==> config.mk <==
export PLATFORM = sky130hd
export DESIGN_NAME = fake_dsp_flat
export DESIGN_NICKNAME = d
export VERILOG_FILES = /design/src/rtl/fake_dsp_if.sv /design/src/rtl/fake_dsp.sv /design/src/flat_wrapper.sv
export SDC_FILE = /design/constraint.sdc
export NUM_CORES = 1
export LEC_CHECK = 0
export CELL_PAD_IN_SITES_DETAIL_PLACEMENT = 2
export CELL_PAD_IN_SITES_GLOBAL_PLACEMENT = 2
export CORE_MARGIN = 1
export CORE_UTILIZATION = 30
export CTS_CLUSTER_SIZE = 30
export DETAILED_ROUTE_END_ITERATION = 6
export MAX_ROUTING_LAYER = met4
export PLACE_DENSITY = 0.79
export SLEW_MARGIN = 15
export SYNTH_ARGS = -nofsm -noshare
export SYNTH_HDL_FRONTEND = slang
export SYNTH_SLANG_ARGS = --single-unit
==> constraint.sdc <==
create_clock -name clk -period 8.46 [get_ports clk]
set_input_delay 0.846 -clock clk [delete_from_list [all_inputs] [get_ports clk]]
set_output_delay 0.846 -clock clk [all_outputs]
set_load 0.01 [all_outputs]
==> src/rtl/fake_dsp_if.sv <==
// Sample/coefficient bus for fake_dsp: window shift inputs, MAC step inputs and result outputs.
interface fake_dsp_if #(
   parameter int unsigned NTAPS = 4,
   parameter int unsigned DW    = 16,
   parameter int unsigned SW    = 25,
   parameter int unsigned RW    = 34
);
   logic                      en;
   logic [SW-1:0]             signal;
   logic [NTAPS-1:0][DW-1:0]  signal_window;
   logic                      ce;
   logic [DW-1:0]             tap;
   logic [7:0]                tapnum;
   logic [RW-1:0]             result_o;
   logic                      done;

   modport master (
      output en, signal, ce, tap, tapnum,
      input  signal_window, result_o, done
   );

   modport slave (
      input  en, signal, ce, tap, tapnum,
      output signal_window, result_o, done
   );
endinterface

==> src/rtl/fake_dsp.sv <==
// 4-tap FIR datapath: shifting sample window plus serial signed MAC.
// Option FAKE_DSP_DONE_HOLD_EN: done holds until the next first step instead of pulsing.
module fake_dsp #(
   parameter int unsigned NTAPS = 4,
   parameter int unsigned DW    = 16,
   parameter int unsigned RW    = 34
) (
   input logic      clk,
   input logic      reset_n,
   fake_dsp_if.slave bus
);
   localparam int unsigned IW = $clog2(NTAPS);

   logic [NTAPS-1:0][DW-1:0] r_window;
   logic [RW-1:0]            r_acc;
   logic [RW-1:0]            r_result;
   logic                     r_done;

   logic [IW-1:0]            w_idx;
   logic                     w_first;
   logic                     w_last;
   logic signed [2*DW-1:0]   w_prod;
   logic [RW-1:0]            w_prod_ext;
   logic [RW-1:0]            w_sum;

   assign w_idx      = bus.tapnum[IW-1:0];
   assign w_first    = (w_idx == '0);
   assign w_last     = (w_idx == IW'(NTAPS - 1));
   // Product uses the registered window, so a same-cycle shift is not seen by the MAC
   assign w_prod     = $signed(bus.tap) * $signed(r_window[w_idx]);
   assign w_prod_ext = {{(RW - 2*DW){w_prod[2*DW-1]}}, w_prod};
   assign w_sum      = w_first ? w_prod_ext : (r_acc + w_prod_ext);

   always_ff @(posedge clk or negedge reset_n) begin
      if (!reset_n) begin
         r_window <= '0;
         r_acc    <= '0;
         r_result <= '0;
         r_done   <= 1'b0;
      end else begin
         if (bus.en) begin
            for (int i = NTAPS - 1; i > 0; i--) begin
               r_window[i] <= r_window[i-1];
            end
            r_window[0] <= bus.signal[23:8];
         end
         if (bus.ce) begin
            r_acc <= w_sum;
            if (w_last) begin
               r_result <= w_sum;
            end
         end
`ifdef FAKE_DSP_DONE_HOLD_EN
         if (bus.ce && w_first) begin
            r_done <= 1'b0;
         end else if (bus.ce && w_last) begin
            r_done <= 1'b1;
         end
`else
         r_done <= bus.ce && w_last;
`endif
      end
   end

   assign bus.signal_window = r_window;
   assign bus.result_o      = r_result;
   assign bus.done          = r_done;
endmodule

==> src/flat_wrapper.sv <==
// flat-port wrapper written by rule: the top's interface ports become plain ports
module fake_dsp_flat 
#(
   parameter int unsigned NTAPS = 4,
   parameter int unsigned DW    = 16,
   parameter int unsigned RW    = 34
)
  (clk, reset_n, bus_en, bus_signal, bus_ce, bus_tap, bus_tapnum, bus_signal_window, bus_result_o, bus_done);
  fake_dsp_if #(.NTAPS(NTAPS), .DW(DW), .RW(RW)) bus_i ();
  input logic clk;
  input logic reset_n;
  input wire logic [$bits(bus_i.en)-1:0] bus_en;
  input wire logic [$bits(bus_i.signal)-1:0] bus_signal;
  input wire logic [$bits(bus_i.ce)-1:0] bus_ce;
  input wire logic [$bits(bus_i.tap)-1:0] bus_tap;
  input wire logic [$bits(bus_i.tapnum)-1:0] bus_tapnum;
  output wire logic [$bits(bus_i.signal_window)-1:0] bus_signal_window;
  output wire logic [$bits(bus_i.result_o)-1:0] bus_result_o;
  output wire logic [$bits(bus_i.done)-1:0] bus_done;
  assign bus_i.en = bus_en;
  assign bus_i.signal = bus_signal;
  assign bus_i.ce = bus_ce;
  assign bus_i.tap = bus_tap;
  assign bus_i.tapnum = bus_tapnum;
  assign bus_signal_window = bus_i.signal_window;
  assign bus_result_o = bus_i.result_o;
  assign bus_done = bus_i.done;
  fake_dsp #(.NTAPS(NTAPS), .DW(DW), .RW(RW)) u_core (.clk(clk), .reset_n(reset_n), .bus(bus_i));
endmodule
==> results of run 1 <==
==> area by class of cell <==
type | count | area (µm²)
clock inverters | 13 | 176.4
well taps | 748 | 935.9
inverters | 313 | 1177
diodes | 9 | 22.52
repair buffers | 478 | 4315
flip-flops and latches | 133 | 3328
clock buffers | 18 | 429.2
fillers | 5796 | 31610
multi-input cells | 1238 | 13530
==> synth_stat cells, drive strengths merged (10+ instances only) <==
master  count  area, µm²
inv       313       1175
a31oi      10      77.57
ha        116       1451
mux4       15      337.8
nand2     206      773.2
xor2       20      175.2
a21o       31      241.5
a211oi     10      80.07
nor2       77      289.0
and2      118      740.7
mux2       72      810.8
fa        263       5265
clkbuf     57      214.0
a21oi      82      414.2
o21ai      65      329.1
xnor2      44      385.4
dfrtp     133       3328
==> metrics by stage <==
step | cells | cell area (µm²)
6_report | 2950 | 23920
4_1_cts | 2912 | 23070
5_1_grt | 2948 | 23910
3_3_place_gp | 2824 | 21140
2_1_floorplan | 1744 | 17050
3_5_place_dp | 2824 | 21140
==> registers in the layout, summed over array words and instances (netlist names) <==
name and count:
u_core.bus.done 1, u_core.bus.signal_window 64, u_core.r_acc 34, u_core.bus.result_o 34
==> worst max path at each step <==
stage	startpoint	end	slack [ps]	cells past startpoint
3_3_place_gp	bus_tapnum[0]	u_core.r_acc[32]	-950	31
2_1_floorplan	bus_tapnum[0]	u_core.r_acc[31]	10	32
4_1_cts	bus_tapnum[0]	u_core.r_acc[31]	-200	33
6_report	bus_tapnum[0]	u_core.r_acc[30]	-1550	31
3_5_place_dp	bus_tapnum[0]	u_core.r_acc[31]	-1500	33
5_1_grt	bus_tapnum[0]	u_core.r_acc[30]	-1460	31
==> layer usage <==
| layer | vias to the layer above | wire length (µm) |
|---|---|---|
| li1 | 6385 | - |
| met1 | 8565 | 32610 |
| met2 | 1039 | 50650 |
| met3 | 581 | 6755 |
| met4 | 0 | 10000 |
| met5 | - | 0 |
==> cell families (layout without fill, tap and decap cells) <==
group           count (synthesis)  in the layout
simple gates                  457            457
xor+xnor                       65             65
other cells                     0              9
compound gates                238            238
fa+ha+maj                     379            379
buf+inv                       376            822
mux                            96             99
flops                         133            133
==> timing repair <==
| item | 4_1_cts | 5_1_grt |
|---|---|---|
| buffers inserted | 54 | 29 |
| hold buffers | 0 | 0 |
| setup endpoints to repair | 42 | 42 |
| pin swaps | 115 | 62 |
| gates resized for setup | 185 | 118 |
| gates cloned | 4 | 0 |
==> worst reg2reg max path, delay by kind of cell (launching register included) <==
family / cells / cell delay (ps)
compound gates: 6 / 1600
xor+xnor: 2 / 370
fa+ha+maj: 8 / 4200
buf+inv: 8 / 1480
flops: 1 / 450
mux: 1 / 630
simple gates: 3 / 850
==> metrics.md, run 1 <==
| Metric | Value |
|---|---|
| Routed Antenna Nets | 0 |
| Gr busiest metal | met2 |
| Placer Congestion | 0.8400 |
| First-pass GRT wire length | 127000 µm |
| Cts bufs inserted | 17 |
| Max-slew violations | 0 |
| Mean routed wirelength per cell | 33.90 µm |
| P&R area growth vs syn | 41.02% |
| Sequential area share after synthesis | 0.1962 |
| Fmax | 99.86 MHz |
| CP required | 8800 ps |
| Synth Area in Compound Gates | 0.08727 |
| Total grt overflow | 0 |
| Main synth FF type | dfrtp_1 |
| Critical Path AT | 10360 ps |
| Total core area | 0.05552 mm² |
| #FFs+latches synth | 133 |
| Die height | 239.8 µm |
| Slowest stage cell, crit path | fa_1 |
| Syn_nets | 2176 |
| Pre-antenna DRT Iters | 5 |
| Status | finished, violations left |
| Largest family of logic cells by synthesized area | adder cells |
| Nets | 2613 |
| Setup_tns | -25010 ps |
| Clock transition at path regs | 70 ps |
| Share of cells above drive strength 1 | 0.3215 |
| Crit share post-route | 1.184 |
| Max-cap violations | 0 |
| # rows | 86 |
| Drt drc | 0 |
| Mux cell area share after synthesis | 0.07304 |
| DP Wirelength | 52540 µm |
| Critical path's largest stage delay | 830 ps |
| Unrepaired setup endpoints after global routing | true |
| Core Util, Final | 0.4308 |
| Worst Setup Start Kind | input pin |
| Initial Util | 0.3055 |
| H-tree Lvls | 4 |
| Netlist cell types | 69 |
| Port Buffer Count | 136 |
| EDFF count, synth | 0 |
| CTS Sinks | 133 |
| Initial antenna violation count | 7 |
| Vias/cell | 5.617 |
| Hold crit path type | input pin to async pin |
| FF-to-FF Start | u_core.bus.signal_window[7] |
| DIE WIDTH | 239.8 µm |
| Initial drt markers | 1283 |
| CP Capture Type | flip-flop |
| Setup slack after placement | -1497 ps |
| TritonCTS clock tree | done |
| Post-Syn Instances | 1744 |
| Synthesized area per cell | 9.725 µm² |
| Vias in the first global route | 19292 |
| Final Skew | 19.73 ps |
| WHS | 402.9 ps |
| Final Critical Period | 10010 ps |
| Mapped cell area | 0.01696 mm² |
| Grt met2 use | 0.5683 |
| Crit path kind | input pin to flip-flop |
| FF-to-FF End | u_core.r_acc[30] |
| Final Hold Violating Endpoints | 0 |
| Via count of the routed design | 16570 |
| Commonest non-fill, non-tap cells in the layout | buf_4 (298), inv_1 (296), fa_1 (244) |
| Root Driver | clkbuf_16 |
| Asr flop ratio synth | 1.000 |
| IO Count | 152 |
| WP buf/inv | 11 |
| Final number of setup-violating endpoints | 37 |
| Setup slack after layout | -1554 ps |
| Worst-path fanout max | 5 |
| Detailed Route WL | 100000 µm |
| Met3 usage | 0.04921 |
| Met1 track demand over resource | 0.3166 |
| Die ar. | 0.05749 mm² |
| Clock latency at the later pin of the worst-skew pair | 470 ps |
| Setup slack, reg-to-reg | -1210 ps |
| Pin count of the biggest net entering global routing | 69 |
| Max_slew headroom | 0.3526 |
| Simple-gate share of the synthesized area | 0.1286 |
| Failing checks | setup timing |
| Synth warn | 0 |
| Slew @ Worst Pin | 971.0 ps |
| R2R cell count | 28 |
| Total GRT Usage | 0.3135 |
| Xor/xnor share of the synthesized area | 0.03438 |
| Commonest non-fill, non-tap cell in the layout | buf_4 |
| Post-Synth Adder-Cell Area | 0.3960 |
| Critical Path Most Common Cell | fa_1 |
| Crit path max-delay family | adder cells |
| Clock Path Buffers | 2 |
Power of run 1 is not shown: default switching activity piles up to over one toggle a cycle in this logic, so the estimate is an artifact.
==> run 2, diff against run 1 <==
Settings changed: CORE_MARGIN 1 to unset, DONT_BUFFER_PORTS set to 1, PLACE_DENSITY 0.79 to 0.73.
==> metrics.md, run 2 (synthesis gave the netlist of run 1 again) <==
| Metric | Value |
|---|---|
| Slew @ Worst Pin | 771.7 ps (was 971.0 ps) |
| DP Wirelength | 42890 µm (was 52540 µm) |
| Status | finished, violations left (unchanged) |
| Clock transition at path regs | 70 ps (about the same) |
| Final Critical Period | 8538 ps (was 10010 ps) |
| Final Skew | 11.87 ps (was 19.73 ps) |
| Clock latency at the later pin of the worst-skew pair | 450 ps (was 470 ps) |
| WP buf/inv | 8 (was 11) |
| Share of cells above drive strength 1 | 0.2344 (was 0.3215) |
| Worst Setup Start Kind | input pin (unchanged) |
| Die height | 239.8 µm (unchanged) |
| Critical path's largest stage delay | 550 ps (was 830 ps) |
| Cts hold-fix bufs | 0 (unchanged) |
| Critical Path AT | 8850 ps (was 10360 ps) |
| CTS Sinks | 133 (unchanged) |
| Placer Congestion | 0.7997 (was 0.8400) |
| Cts bufs inserted | 17 (unchanged) |
| P&R area growth vs syn | 20.64% (was 41.02%) |
| Post-route cell area | 0.02046 mm² (was 0.02392 mm²) |
| Slowest stage cell, crit path | fa_1 (unchanged) |
| # rows | 86 (unchanged) |
| First-pass GRT wire length | 86370 µm (was 127000 µm) |
| DIE WIDTH | 239.8 µm (unchanged) |
| Routed Antenna Nets | 0 (unchanged) |
| H-tree Lvls | 4 (unchanged) |
| Die ar. | 0.05749 mm² (unchanged) |
| Placed Area | 0.01908 mm² (was 0.02114 mm²) |
| Commonest non-fill, non-tap cells in the layout | inv_1 (309), fa_1 (260), nand2_1 (200) (was buf_4 (298), inv_1 (296), fa_1 (244)) |
| Via count of the routed design | 13176 (was 16570) |
| CP required | 8780 ps (was 8800 ps) |
| Critical Path Most Common Cell | fa_1 (unchanged) |
| CP Capture Type | flip-flop (unchanged) |
| Layout Cells excl Fill | 2669 (was 2950) |
| Initial drt markers | 356 (was 1283) |
| Crit share post-route | 1.009 (was 1.184) |
| Pin count of the biggest net entering global routing | 134 (was 69) |
| Worst-path fanout max | 21 (was 5) |
| Clock Path Buffers | 2 (unchanged) |
| Final Hold Violating Endpoints | 0 (unchanged) |
| Vias in the first global route | 15524 (was 19292) |
| Mean routed wirelength per cell | 21.77 µm (was 33.90 µm) |
| Core Util, Final | 0.3685 (was 0.4308) |
| Placed cells | 2608 (was 2824) |
| Drt drc | 0 (unchanged) |
| Setup slack, reg-to-reg | -70 ps (was -1210 ps) |
| TritonCTS clock tree | done (unchanged) |
| Number of fill cells | 6040 (was 5796) |
| Setup slack after layout | -78.41 ps (was -1554 ps) |
| Crit path max-delay family | adder cells (unchanged) |
| Setup_tns | -177.2 ps (was -25010 ps) |
| Hold crit path type | input pin to async pin (unchanged) |
| Max-cap violations | 0 (unchanged) |
| Pre-antenna DRT Iters | 4 (was 5) |
| Root Driver | clkbuf_16 (unchanged) |
| Fmax | 117.1 MHz (was 99.86 MHz) |
| Total grt overflow | 0 (unchanged) |
| Detailed Route WL | 58110 µm (was 100000 µm) |
| Total GRT Usage | 0.2021 (was 0.3135) |
| Failing checks | setup timing (unchanged) |
| Commonest non-fill, non-tap cell in the layout | inv_1 (was buf_4) |
| Unrepaired setup endpoints after global routing | true (unchanged) |
| Port Buffer Count | 0 (was 136) |
| FF-to-FF Start | u_core.bus.signal_window[38] (was u_core.bus.signal_window[7]) |
| Max-slew violations | 0 (unchanged) |
| Vias/cell | 4.937 (was 5.617) |
| Initial Util | 0.3055 (unchanged) |
| IO Count | 152 (unchanged) |
| Total core area | 0.05552 mm² (unchanged) |
| Crit path kind | input pin to flip-flop (unchanged) |
| Max reg flops | 64 (unchanged) |
| CP startpoint | bus_tapnum[0] (unchanged) |
| Nets | 2339 (was 2613) |
| Final number of setup-violating endpoints | 4 (was 37) |
| Initial antenna violation count | 1 (was 7) |
| Max_slew headroom | 0.4855 (was 0.3526) |
run 2: cell types whose count changed in the layout (fill, tap and decap cells not counted), moves of 15 or more:
cell | before | now
clkdlybuf4s50_1 | 131 | 0
buf_4 | 298 | 197
buf_12 | 24 | 7
buf_6 | 19 | 2
fa_1 | 244 | 260
fa_2 | 19 | 3
a21oi_1 | 53 | 68
run 2: layout make-up:
type / count / area [µm²] / share of cell area
multi-input combinational: 1236 / 12790 / 0.6251
sequential: 133 / 3344 / 0.1635
timing repair buffer: 206 / 1642 / 0.08023
inverter: 313 / 1177 / 0.05754
tap: 748 / 935.9 / 0.04574
clock buffer: 19 / 442.9 / 0.02165
clock inverter: 13 / 126.4 / 0.006176
antenna: 1 / 2.502 / 0.0001223
run 2: per-stage QoR:
stage | worst slack [ps] | hold WS, ps
2_1_floorplan | 14.06 | 457.3
3_3_place_gp | -304.2 | 471.3
3_5_place_dp | -548.1 | 478.1
4_1_cts | -8.362 | 70.53
5_1_grt | -381.9 | 69.71
6_report | -78.41 | 83.85
run 2: final timing paths:
kind / to / cells past startpoint
min in group clk: u_core.r_acc[21] / 1
min reg2reg: u_core.r_acc[21] / 1
max: u_core.r_acc[27] / 34
min: u_core.bus.signal_window[47] / 0
max reg2reg: u_core.r_acc[27] / 33
max in group asynchronous: u_core.r_acc[15] / 0
run 2: layer usage:
| layer | vias up | wire length [µm] | track usage |
|---|---|---|---|
| met5 | - | 0 | - |
| met4 | 0 | 1460 | 0.05556 |
| met3 | 98 | 2516 | 0.03123 |
| met2 | 246 | 31150 | 0.3656 |
| met1 | 7007 | 22980 | 0.2298 |
| li1 | 5825 | - | - |
run 2: timing repair:
action                     in CTS  in global routing
pin swaps                       9                 39
setup endpoints to repair       6                 23
gates resized for setup         9                 97
gates cloned                    0                  1
buffers inserted               15                 12
Power of run 2 is left out for the same reason.
